==> src/rtl/rv_cu_pkg.sv <==
// Shared types and constants for the RV control-unit hazard logic.
package rv_cu_pkg;

    localparam int GPR_ADDR_W        = 5;
    localparam int IFLIGHT_DEPTH_DEF = 4;

    typedef struct packed {
        logic                  we;
        logic [GPR_ADDR_W-1:0] rd;
    } cu_sb_entry_t;

endpackage

==> src/rtl/rv_cu_scoreboard.sv <==
// In-order scoreboard FIFO of in-flight destination registers with per-source RAW match.
// Optional macro RV_CU_WB_BYPASS_EN: the head entry retiring this cycle is excluded from the match.
module rv_cu_scoreboard
    import rv_cu_pkg::*;
#(
    parameter int DEPTH = IFLIGHT_DEPTH_DEF
) (
    input  logic                    clk_i,
    input  logic                    arstn_i,
    input  logic                    push,
    input  logic                    push_we,
    input  logic [GPR_ADDR_W-1:0]   push_rd,
    input  logic                    head_pop,
    input  logic                    tail_pop,
    input  logic [GPR_ADDR_W-1:0]   rs1_addr,
    input  logic [GPR_ADDR_W-1:0]   rs2_addr,
    output logic                    rs1_match,
    output logic                    rs2_match,
    output logic [$clog2(DEPTH):0]  cnt
);

    localparam int PTR_W = $clog2(DEPTH);
    localparam int CNT_W = PTR_W + 1;

    cu_sb_entry_t     entries_q [DEPTH];
    logic [DEPTH-1:0] valid_q;
    logic [DEPTH-1:0] skip;
    logic [PTR_W-1:0] head_q, tail_q, tail_prev;
    logic [CNT_W-1:0] cnt_q;
    logic             hp_eff, tp_eff, push_eff;

    // Pops against an empty FIFO are dropped; a single entry cannot be popped from both ends.
    assign hp_eff    = head_pop & (cnt_q != '0);
    assign tp_eff    = tail_pop & (cnt_q != CNT_W'(hp_eff));
    assign push_eff  = push & ~tp_eff & ((cnt_q != CNT_W'(DEPTH)) | hp_eff);
    assign tail_prev = tail_q - 1'b1;
    assign cnt       = cnt_q;

    always_ff @(posedge clk_i) begin
        if (!arstn_i) begin
            head_q  <= '0;
            tail_q  <= '0;
            cnt_q   <= '0;
            valid_q <= '0;
        end else begin
            if (hp_eff) begin
                valid_q[head_q] <= 1'b0;
                head_q          <= head_q + 1'b1;
            end
            // A push into the slot freed by a same-cycle retire must win, so it comes last.
            if (tp_eff) begin
                valid_q[tail_prev] <= 1'b0;
                tail_q             <= tail_prev;
            end else if (push_eff) begin
                valid_q[tail_q] <= 1'b1;
                tail_q          <= tail_q + 1'b1;
            end
            cnt_q <= cnt_q + CNT_W'(push_eff) - CNT_W'(hp_eff) - CNT_W'(tp_eff);
        end
    end

    always_ff @(posedge clk_i) begin
        if (push_eff)
            entries_q[tail_q] <= '{we: push_we, rd: push_rd};
    end

    always_comb begin
        skip = '0;
`ifdef RV_CU_WB_BYPASS_EN
        if (hp_eff)
            skip[head_q] = 1'b1;
`endif
    end

    always_comb begin
        rs1_match = 1'b0;
        rs2_match = 1'b0;
        for (int i = 0; i < DEPTH; i++) begin
            if (valid_q[i] && !skip[i] && entries_q[i].we) begin
                if (rs1_addr != '0 && entries_q[i].rd == rs1_addr)
                    rs1_match = 1'b1;
                if (rs2_addr != '0 && entries_q[i].rd == rs2_addr)
                    rs2_match = 1'b1;
            end
        end
    end

    always_ff @(posedge clk_i) begin
        if (arstn_i) begin
            assert (!(head_pop && cnt_q == '0));
            assert (!(tail_pop && cnt_q == '0));
        end
    end

endmodule

==> src/rtl/rv_hazard_ctrl.sv <==
// Fetch/decode stall and kill control built around an in-order RAW scoreboard.
// Optional macro RV_CU_WB_BYPASS_EN (write-through GPR) is handled inside rv_cu_scoreboard.
module rv_hazard_ctrl
    import rv_cu_pkg::*;
#(
    parameter int IFLIGHT_DEPTH = IFLIGHT_DEPTH_DEF
) (
    input  logic                            clk_i,
    input  logic                            arstn_i,
    input  logic                            f_valid_i,
    input  logic [4:0]                      f_cu_rs1_addr_i,
    input  logic [4:0]                      f_cu_rs2_addr_i,
    input  logic                            f_cu_rs1_req_i,
    input  logic                            f_cu_rs2_req_i,
    input  logic [4:0]                      f_cu_rd_addr_i,
    input  logic                            f_cu_rd_we_i,
    input  logic                            d_valid_i,
    input  logic                            d_stall_req_i,
    input  logic                            e_stall_req_i,
    input  logic                            m_stall_req_i,
    input  logic                            e_redirect_i,
    input  logic                            m_retire_i,
    output logic                            cu_stall_f_o,
    output logic                            cu_stall_d_o,
    output logic                            cu_kill_f_o,
    output logic                            cu_kill_d_o,
    output logic [$clog2(IFLIGHT_DEPTH):0]  cu_inflight_cnt_o
);

    localparam int CNT_W = $clog2(IFLIGHT_DEPTH) + 1;

    if ((IFLIGHT_DEPTH < 2) || ((IFLIGHT_DEPTH & (IFLIGHT_DEPTH - 1)) != 0)) begin : g_bad_depth
        $error("IFLIGHT_DEPTH must be a power of two, at least 2");
    end

    logic bp, raw, full, issue, tail_pop, rs1_match, rs2_match;

    assign bp       = d_stall_req_i | e_stall_req_i | m_stall_req_i;
    assign raw      = (f_cu_rs1_req_i & rs1_match) | (f_cu_rs2_req_i & rs2_match);
    // A retire in the same cycle frees a slot, so a full scoreboard need not block issue.
    assign full     = (cu_inflight_cnt_o == CNT_W'(IFLIGHT_DEPTH)) & ~m_retire_i;
    assign tail_pop = e_redirect_i & d_valid_i;

    assign cu_stall_d_o = ~arstn_i | bp;
    assign cu_stall_f_o = cu_stall_d_o | raw | full;
    assign cu_kill_f_o  = ~arstn_i | e_redirect_i;
    assign cu_kill_d_o  = cu_kill_f_o;

    assign issue = f_valid_i & ~cu_stall_f_o & ~cu_stall_d_o & ~e_redirect_i;

    rv_cu_scoreboard #(
        .DEPTH (IFLIGHT_DEPTH)
    ) u_scoreboard (
        .clk_i     (clk_i),
        .arstn_i   (arstn_i),
        .push      (issue),
        .push_we   (f_cu_rd_we_i),
        .push_rd   (f_cu_rd_addr_i),
        .head_pop  (m_retire_i),
        .tail_pop  (tail_pop),
        .rs1_addr  (f_cu_rs1_addr_i),
        .rs2_addr  (f_cu_rs2_addr_i),
        .rs1_match (rs1_match),
        .rs2_match (rs2_match),
        .cnt       (cu_inflight_cnt_o)
    );

endmodule

==> config.mk <==
export PLATFORM = sky130hd
export DESIGN_NAME = rv_hazard_ctrl
export DESIGN_NICKNAME = d
export VERILOG_FILES = /design/src/rtl/rv_cu_pkg.sv /design/src/rtl/rv_cu_scoreboard.sv /design/src/rtl/rv_hazard_ctrl.sv
export SDC_FILE = /design/constraint.sdc
export NUM_CORES = 1
export LEC_CHECK = 0
export CAP_MARGIN = 20
export CORE_ASPECT_RATIO = 1.4
export CORE_MARGIN = 2
export CORE_UTILIZATION = 50
export CTS_CLUSTER_SIZE = 14
export DETAILED_ROUTE_END_ITERATION = 12
export GPL_TIMING_DRIVEN = 0
export PLACE_DENSITY = 0.76
export REMOVE_ABC_BUFFERS = 1
export SYNTH_ARGS = -nofsm -noshare
export SYNTH_HDL_FRONTEND = slang
export SYNTH_SLANG_ARGS = --single-unit
export TNS_END_PERCENT = 5
==> constraint.sdc <==
create_clock -name clk_i -period 3.7 [get_ports clk_i]
set_input_delay 0.74 -clock clk_i [delete_from_list [all_inputs] [get_ports clk_i]]
set_output_delay 0.74 -clock clk_i [all_outputs]
set_load 0.005 [all_outputs]
# Yosys cells after proc, flatten, opt, wreduce, memory -nomap -nowiden
# Memory sizes are Yosys's and may differ from the RTL's.
# Cells that the tools add are included.
# classes
n_reduce_logical,19
add_sub_neg,6
n_mux,30
eq_ne,11
magnitude_cmp,6
bitwise,30
# ops
op,n
$eq A5 B5 Y1,8
$mux W1,21
$mux W4,4
$logic_and A1 B1 Y1,15
$and A1 B1 Y1,11
$reduce_bool A5 Y1,2
$lt A2 B3 Y1 const B,3
$and A4 B4 Y4,2
$not A4 Y4,2
$or A1 B1 Y1,8
$demux W1 S2,3
$ge A2 B1 Y1 const B,3
$not A1 Y1,6
$sub A3 B1 Y3,2
$add A2 B1 Y2 const B,2
$mux W2,2
$or A4 B4 Y4,1
$add A3 B1 Y3,1
$eq A3 B3 Y1 const B,1
$ne A3 B1 Y1,1
$ne A3 B3 Y1 const B,1
$reduce_bool A3 Y1,1
$reduce_bool A2 Y1,1
$sub A2 B1 Y2 const B,1
# totals
out_inout_bits,7
inputBits,27
mem_count,1
ram_bits,24
register_bits,11
# mem_list
name,words,width,read_ports,rd_ports_with_merged_regs,write_ports,line_no,text
u_scoreboard.entries_q,4,6,4,0,1,rv_cu_scoreboard.sv:25,cu_sb_entry_t entries_q [DEPTH];

# Longest topological paths before layout
# Gate-level depths: netlist of the first run.
# An unclocked memory read counts as a cell.
# depth
ltp_word,24
ltp_mapped,14

# Hierarchy
# From an unflattened synthesis of the first run, not the netlist that was laid out.
# unflattened
hier_cells,182
area_unflattened_um2,2045.7
# by_module_without_submodules
mod,seq_area_each_um2,n_inst,area_each_um2,cells_per_inst
rv_cu_scoreboard,940.9,1,1975.6,173
rv_hazard_ctrl,0.0,1,70.1,9

# Worst setup path after synthesis of the first run
# No wires, ideal clock.
# synth_path
kind,input to register
from,in f_cu_rs2_addr_i[3]
to,reg u_scoreboard.cnt_q[2] (netlist: u_scoreboard.cnt[2])
required_time_ns,3.585
cell_stages,10
arrival_time_ns,2.995
setup_time_ns,0.115
setup_slack_ns,0.590
cell_sequence,buf_2 -> or4_1 -> o21a_1 -> a32oi_4 -> and2_4 -> fa_1 -> ha_1 -> ha_1 -> xnor2_1 -> and2_1
# synth_between
elab_chain_cells,23
word_cells_on_any_way,30
classes_between,add/sub (3); eq/ne (4); mux (8); bitwise (10); reduce/logical (5)
# synth_lines
element,line_no,text
"start, declared",rv_hazard_ctrl.sv:12,"input logic [4:0] f_cu_rs2_addr_i,"
$eq A5 B5 Y1 / $reduce_bool A5 Y1 (equally long branches),rv_cu_scoreboard.sv:82,if (rs2_addr != '0 && entries_q[i].rd == rs2_addr)
$logic_and A1 B1 Y1,rv_cu_scoreboard.sv:82,
$mux W1,rv_cu_scoreboard.sv:82,
$mux W1,rv_cu_scoreboard.sv:79,if (valid_q[i] && !skip[i] && entries_q[i].we) begin
$mux W1,rv_cu_scoreboard.sv:82,
$mux W1,rv_cu_scoreboard.sv:79,
$mux W1,rv_cu_scoreboard.sv:82,
$mux W1,rv_cu_scoreboard.sv:79,
[2 not listed],--,
$and A1 B1 Y1 *,rv_hazard_ctrl.sv:39,assign raw = (f_cu_rs1_req_i & rs1_match) | (f_cu_rs2_req_i & rs2_match);
$or A1 B1 Y1 *,rv_hazard_ctrl.sv:39,
$or A1 B1 Y1 * (2 in a row),rv_hazard_ctrl.sv:45,assign cu_stall_f_o = cu_stall_d_o | raw | full;
$not A1 Y1 *,rv_hazard_ctrl.sv:49,assign issue = f_valid_i & ~cu_stall_f_o & ~cu_stall_d_o & ~e_redirect_i;
$and A1 B1 Y1 * (3 in a row),rv_hazard_ctrl.sv:49,
$and A1 B1 Y1 * (2 in a row),rv_cu_scoreboard.sv:35,assign push_eff = push & ~tp_eff & ((cnt_q != CNT_W'(DEPTH)) | hp_eff);
$add A3 B1 Y3 *,rv_cu_scoreboard.sv:58,cnt_q <= cnt_q + CNT_W'(push_eff) - CNT_W'(hp_eff) - CNT_W'(tp_eff);
$sub A3 B1 Y3 * (2 in a row),rv_cu_scoreboard.sv:58,
"end signal, assigned",rv_cu_scoreboard.sv:58,
"end, declared",rv_cu_scoreboard.sv:29,logic [CNT_W-1:0] cnt_q;
# Every way passes the cells marked *; elsewhere a longest branch is shown, timed or not.
# A chain may end at the register's enable or synchronous reset.

# Final worst setup path of the first run
# layout_path
from,in f_cu_rs2_addr_i[1]
to,out cu_stall_f_o
# layout_between
elab_chain_cells,14
word_cells_on_any_way,21
classes_between,eq/ne (4); mux (8); bitwise (4); reduce/logical (5)
# layout_lines
element,line_no,text
$eq A5 B5 Y1 / $reduce_bool A5 Y1 (equally long branches),rv_cu_scoreboard.sv:82,
$logic_and A1 B1 Y1,rv_cu_scoreboard.sv:82,
$mux W1,rv_cu_scoreboard.sv:82,
$mux W1,rv_cu_scoreboard.sv:79,
$mux W1,rv_cu_scoreboard.sv:82,
$mux W1,rv_cu_scoreboard.sv:79,
$mux W1,rv_cu_scoreboard.sv:82,
$mux W1,rv_cu_scoreboard.sv:79,
$mux W1,rv_cu_scoreboard.sv:82,
$mux W1 *,rv_cu_scoreboard.sv:79,
$and A1 B1 Y1 *,rv_hazard_ctrl.sv:39,
$or A1 B1 Y1 *,rv_hazard_ctrl.sv:39,
$or A1 B1 Y1 * (2 in a row),rv_hazard_ctrl.sv:45,
"end, declared",rv_hazard_ctrl.sv:23,"output logic cu_stall_f_o,"
# Marked as above.

==> run metrics, run 1 <==
run status=finished clean; initial antenna violation count=0; met3 global-route usage=3.24%; share of synthesized flip-flops with an asynchronous set or reset=0%; distinct cell type count of the synthesized netlist=38; Most used DFF post-synth=edfxtp_1; detailed-placement wirelength estimate=3460 um; leakage power of the design=0.000948 uW; cts-stage hold buffer count=0; Setup Slack @ Placement=-0.301 ns; Avg WL per Cell=17.7 um; total vias in the final route=1,381; number of global-route vias before repair=1,506; top cells by area, synth=edfxtp_1 (35%), xor2_1 (14%), dfxtp_1 (11%); buffer type at the clock tree root=clkbuf_8; setup repair after global routing missed its margin=false; most common library cells after synthesis=xor2_1 (32), edfxtp_1 (24), dfxtp_1 (11), ha_1 (11), xnor2_1 (11); library cell with the highest instance count after synthesis=xor2_1; clock period minus worst slack=3.59 ns; pin count of the biggest net entering global routing=15; average instance area after synthesis=11.6 sq um; Slew @ Worst Pin=0.703 ns; worst setup slack for register-to-register paths=0.72 ns; Pins Over Slew Limit=0; Num CTS Buffers=5; Tot Pwr=975 uW; headroom to the max-slew limit=52.9%; remaining design rule violation count=0; Setup crit end kind=primary output; Post-synth EDFFs=24; Die Ht=79.5 um; number of diodes added for antenna fixing=0; number of DRC violations after detailed-routing iteration 0=40; source-to-sink clock delay at the later pin of the worst-skew pair=0.28 ns; launch instance of the worst register-to-register path=u_scoreboard.entries_q[1][0]$_DFFE_PP_; synthesized instance count=175; clock tree from TritonCTS=yes; biggest fanout along the worst timing path=5; peak supply drop=0.409 mV; final net count=242; Top Usage Layer GRT=met2; clock sink count=35; Worst Hold Path EP=u_scoreboard.tail_q[0]$_SDFFE_PN0P_; CP startpoint kind=input pin; Final Setup Violations=0; routability congestion estimate=0.889; Die Span X=57.9 um; CP Class=in2out; number of detailed-routing iterations run before antenna repair=4; # rows=27; Yosys reg bits=35; count of port buffers added during placement=33; leading area contributor after synthesis=edfxtp_1; kind of path behind the tightest hold check=reg2reg; boundary pin count=34; worst-case clock buffer depth=2; fraction of met1 tracks used by global routing=20.0%; yosys synthesis warning count=0; register area share after synthesis=46.2%; fraction of layout cells with a size suffix above 1=10.3%; Vias/cell=5.61; Sequential cell area=941 sq um; final cell count without fillers=246; starting density of the core=51.9%; first-pass GRT wire length=7020 um; period utilisation layout=97.1%; area growth from synthesis to layout=21.4%; count of H-tree levels built during CTS=2; cell count of the worst reg-to-reg path=12; Mapped Area=2040 sq um; worst setup margin=0.108 ns; CP arrival=2.85 ns; capture instance of the worst register-to-register path=u_scoreboard.cnt[2]$_SDFF_PN0_; power density over cell area=395 nW/um^2; Worst Hold Launch=u_scoreboard.tail_q[0]$_SDFFE_PN0P_; die area=4610 sq um; total routed wirelength=4350 um; Worst Skew=0.00202 ns; top cell type's share of synthesized area=35.4%; layout filler cell count=333; Crit path required time=2.96 ns; global-route met2 utilization=39.7%; total congestion overflow after global routing=0; number of max-cap violations=0; cell count after placement=238; FMAX=278 MHz; Clock transition at path regs=0.06 ns; combined area of the multi-input logic cells=1020 sq um; global routing usage summed across all routing layers=20.7%; Detail Route Antenna Nets=0; Core Box Area=3920 sq um; Hold Vio Cnt, Final=0; instance count along the most critical hold path=2
[area by class of cell]
type	count	share of cell area, %
timing repair buffer	34	13.8
tap	43	2.18
clock inverter	2	0.354
clock buffer	5	2.78
inverter	10	1.52
sequential	35	38.1
multi-input combinational	117	41.3
[cell usage in the layout (no fill, tap or decap), types with 5 or more instances in the layout]
master	n
nand4_1	9
ha_1	11
clkdlybuf4s50_1	23
edfxtp_1	24
inv_1	10
xnor2_1	11
xor2_1	31
clkbuf_8	5
and2_1	5
dlygate4sd2_1	6
dfxtp_1	11
nor4_2	5
[critical path, cell delays in order]
cell and delay [ns]:
clkdlybuf4s50_1 0.61, xor2_1 0.24, nor4_1 0.08, nand4_1 0.10, nand4_1 0.15, a32oi_4 0.23, or2b_1 0.24, clkdlybuf4s50_1 0.45
[logic make-up (layout without fill, tap and decap cells)]
logic type               Yosys count  count (layout)  share of synthesized area (%)
adder cells (fa/ha/maj)           12              12                           7.74
multiplexers                       1               1                          0.492
buffers and inverters             23              51                           5.53
AO/OA/AOI/OAI                     16              16                           6.95
XOR/XNOR                          43              43                           18.5
flip-flops                        35              35                           46.2
AND/OR/NAND/NOR                   45              45                           14.6
[power by group]
part | internal [uW] | switching, uW
registers | 443 | 26.2
clock network | 125 | 123
logic | 133 | 124
[what timing repair did]
item	CTS	global route
endpoints found under the setup margin	2	3
gates resized for setup	10	6
hold endpoints to repair	0	0
buffers inserted	1	0
pin swaps	1	2
[worst max path at each step]
| stage | startpoint | end | slack, ns | cells past startpoint |
|---|---|---|---|---|
| after detailed placement | arstn_i | u_scoreboard.cnt[2]$_SDFF_PN0_ | -0.30 | 10 |
| after global routing | f_cu_rs2_addr_i[1] | cu_stall_f_o | 0.03 | 8 |
| after CTS | f_cu_rs2_addr_i[2] | cu_stall_f_o | 0.007 | 8 |
| final | f_cu_rs2_addr_i[1] | cu_stall_f_o | 0.11 | 8 |
| after global placement | arstn_i | u_scoreboard.cnt[2]$_SDFF_PN0_ | -0.24 | 10 |
| after floorplan | e_stall_req_i | u_scoreboard.cnt[2]$_SDFF_PN0_ | 0.62 | 9 |
[metrics by stage]
stage | TNS (ns) | area, sq um | hold slack (ns) | utilization (%)
6_report | 0 | 2470 | 0.517 | 63.1
5_1_grt | 0 | 2470 | 0.538 | 63.1
4_1_cts | 0 | 2450 | 0.513 | 62.5
3_5_place_dp | -0.856 | 2340 | 0.503 | 59.8
3_3_place_gp | -0.636 | 2340 | 0.486 | 59.8
2_1_floorplan | 0 | 1960 | 0.472 | -
[registers in the layout, summed over array words and instances, names as in the netlist]
| signal | count |
|---|---|
| u_scoreboard.entries_q | 24 |
| u_scoreboard.valid_q | 4 |
| u_scoreboard.cnt | 3 |
| u_scoreboard.head_q | 2 |
| u_scoreboard.tail_q | 2 |
[routing by layer]
| layer | wire length, um | vias up |
|---|---|---|
| li1 | - | 671 |
| met1 | 1600 | 668 |
| met2 | 2470 | 30 |
| met3 | 106 | 12 |
| met4 | 181 | 0 |
| met5 | 0 | - |
No activity file was read; power rests on OpenSTA's default activity.
==> run 2: changes to the inputs <==
Settings changed: ABC_AREA from default to 1, PLACE_DENSITY 0.76 to 0.75.
==> run 2 against run 1 <==
Count of clock-buffer cells in the layout rose by 1. Die area increased by 5.5%. Sequential share of layout area down 2.0 points. Via count grew 38%. Critical path depth is 10 higher. Fmax is 5.6% higher. Clock power rose by 4%. Global-route usage increased by 2.2 points. Critical path type is now in2reg. Critical endpoint is now u_scoreboard.cnt[2]$_SDFF_PN0_. Largest cell class unchanged.
==> run metrics, run 2 <==
total vias in the final route=1,909; clock tree from TritonCTS=yes; run status=finished clean; worst hold slack after final layout=0.488 ns; first-pass GRT wire length=8060 um; fraction of layout cells with a size suffix above 1=4.26%; Hold Vio Cnt, Final=0; top cells by area, synth=edfxtp_1 (33%), nand2_1 (17%), dfxtp_1 (10%); Die Span X=59.5 um; worst setup slack for register-to-register paths=1.00 ns; Slew @ Worst Pin=0.571 ns; Post-synth EDFFs=24; number of global-route vias before repair=1,828; synthesized instance count=290; cell count of the worst reg-to-reg path=16; top register by number of flip-flops=u_scoreboard.entries_q; Critical path origin=f_cu_rs1_addr_i[4]; worst-case clock buffer depth=2; number of detailed-routing iterations run before antenna repair=4; number of DRC violations after detailed-routing iteration 0=112; most common library cells after synthesis=nand2_1 (96), inv_1 (47), nor2_1 (32); count of H-tree levels built during CTS=2; global routing usage summed across all routing layers=22.9%; Vias/cell=5.10; flip-flop count of the largest register, all copies and words added=24; count of port buffers added during placement=33; leakage power of the design=0.00127 uW; headroom to the max-slew limit=61.7%; capture instance of the worst register-to-register path=u_scoreboard.cnt[2]$_SDFF_PN0_; core occupancy in the finished layout=62.5%; Die Ht=81.7 um; total congestion overflow after global routing=0; source-to-sink clock delay at the later pin of the worst-skew pair=0.28 ns; number of max-cap violations=0; clock sink count=35; die area=4860 sq um; library cell with the highest instance count after synthesis=nand2_1; CP Class=in2reg; Most used DFF post-synth=edfxtp_1; number of diodes added for antenna fixing=0; FMAX=294 MHz; final net count=367; biggest fanout along the worst timing path=6; area growth from synthesis to layout=20.8%; power density over cell area=381 nW/um^2; kind of path behind the tightest hold check=reg2reg; average instance area after synthesis=7.43 sq um; Yosys reg bits=35; pin count of the biggest net entering global routing=12; Detail Route Antenna Nets=0; post-cts gate resize count=0; Mapped Area=2160 sq um; Num CTS Buffers=5; Pins Over Slew Limit=0; Worst Skew=0.00658 ns; # rows=28; CP arrival=3.62 ns; most common library cell in the layout ignoring fill and taps=nand2_1; Core Box Area=4170 sq um; total negative slack for setup checks=0 ns; Tot Pwr=992 uW; remaining design rule violation count=0; register area share after synthesis=43.6%; top cell type's share of synthesized area=33.4%; CP startpoint kind=input pin; launch instance of the worst register-to-register path=u_scoreboard.entries_q[0][2]$_DFFE_PP_; detailed-placement wirelength estimate=4040 um; period utilisation layout=91.9%; boundary pin count=34; distinct cell type count of the synthesized netlist=26; peak supply drop=0.373 mV; setup repair after global routing missed its margin=false; buffer type at the clock tree root=clkbuf_8; starting density of the core=51.7%; Final Setup Violations=0; Clock transition at path regs=0.07 ns; leading area contributor after synthesis=edfxtp_1; Post-CTS Setup Bufs=0; CP Capture Point=u_scoreboard.cnt[2]$_SDFF_PN0_; Setup crit end kind=register; Avg WL per Cell=13.3 um; most frequent cells in the layout=nand2_1 (96), inv_1 (47), clkdlybuf4s50_1 (33), nor2_1 (32), edfxtp_1 (24); initial antenna violation count=0; final cell count without fillers=374; cell count after placement=366; routability congestion estimate=0.920; clock period minus worst slack=3.40 ns; total routed wirelength=4980 um; Crit path required time=3.92 ns; share of synthesized flip-flops with an asynchronous set or reset=0%; cts-stage hold buffer count=0; yosys synthesis warning count=0
-- run 2: cell count changes after synthesis, moves of 11 or more --
| cell | delta |
|---|---|
| o21ai_0 | +11 |
| xnor2_1 | -11 |
| nand3_1 | +15 |
| nor2_1 | +29 |
| nand2_1 | +92 |
| inv_1 | +37 |
| xor2_1 | -25 |
-- run 2: power breakdown --
part           total, uW  switching [uW]  internal, uW
registers            474            28.3           445
logic                260             140           121
clock network        258             129           129
total                992             297           695
-- run 2: final cells by class --
class	instances	area (sq um)
clock inverters	2	8.76
fillers	386	1560
clock buffers	6	72.6
multi-input cells	202	1000
flip-flops and latches	35	941
repair buffers	33	330
well taps	45	56.3
inverters	51	193
-- run 2: critical path: stages --
cell and delay [ns]:
clkdlybuf4s50_1 0.55, inv_1 0.14, nand2_1 0.08, nand2_1 0.05, nor2_1 0.20, nand3_1 0.11, nand2_1 0.09, o21bai_2 0.10
nand4_2 0.12, clkinv_2 0.12, fa_1 0.43, inv_1 0.07, ha_1 0.21, inv_1 0.06, ha_1 0.15, xor2_1 0.19
o21ai_0 0.09, a21oi_1 0.11
-- run 2: routing by layer --
layer | global-route usage (%) | share of wire (%) | up-vias | routed length (um)
met1 | 22.2 | 38 | 847 | 1870
li1 | - | - | 989 | -
met5 | 0 | 0 | - | 0
met2 | 42.6 | 53 | 53 | 2640
met3 | 3.31 | 3.4 | 20 | 168
met4 | 16.7 | 6.1 | 0 | 302
-- run 2: through the flow --
step,setup slack (ns),instance area (sq um)
finish,0.299,2610
detailed placement,0.00253,2520
global placement,0.0609,2520
global route,0.0881,2610
CTS,0.309,2610
floorplan,0.972,2140
-- run 2: kinds of logic after synthesis --
| kind of cell | Yosys count | share of synthesized area [%] |
|---|---|---|
| buffers and inverters | 53 | 9.81 |
| xor gates and xnor gates | 7 | 2.84 |
| and+or+nand+nor | 151 | 28.3 |
| DFF | 35 | 43.6 |
| AOI/OAI and AO/OA | 32 | 8.07 |
| adders and majority gates | 12 | 7.31 |
-- run 2: how the worst min path moves through the flow --
stage | slack [ns] | depth (start not counted) | endpoint | from
finish | 0.49 | 2 | u_scoreboard.valid_q[1]$_SDFF_PN0_ | u_scoreboard.valid_q[1]$_SDFF_PN0_
detailed placement | 0.48 | 2 | u_scoreboard.valid_q[2]$_SDFF_PN0_ | u_scoreboard.valid_q[2]$_SDFF_PN0_
floorplan | 0.46 | 2 | u_scoreboard.valid_q[0]$_SDFF_PN0_ | u_scoreboard.valid_q[0]$_SDFF_PN0_
global route | 0.52 | 2 | u_scoreboard.valid_q[0]$_SDFF_PN0_ | u_scoreboard.valid_q[0]$_SDFF_PN0_
global placement | 0.48 | 2 | u_scoreboard.valid_q[3]$_SDFF_PN0_ | u_scoreboard.valid_q[3]$_SDFF_PN0_
CTS | 0.49 | 2 | u_scoreboard.valid_q[1]$_SDFF_PN0_ | u_scoreboard.valid_q[1]$_SDFF_PN0_
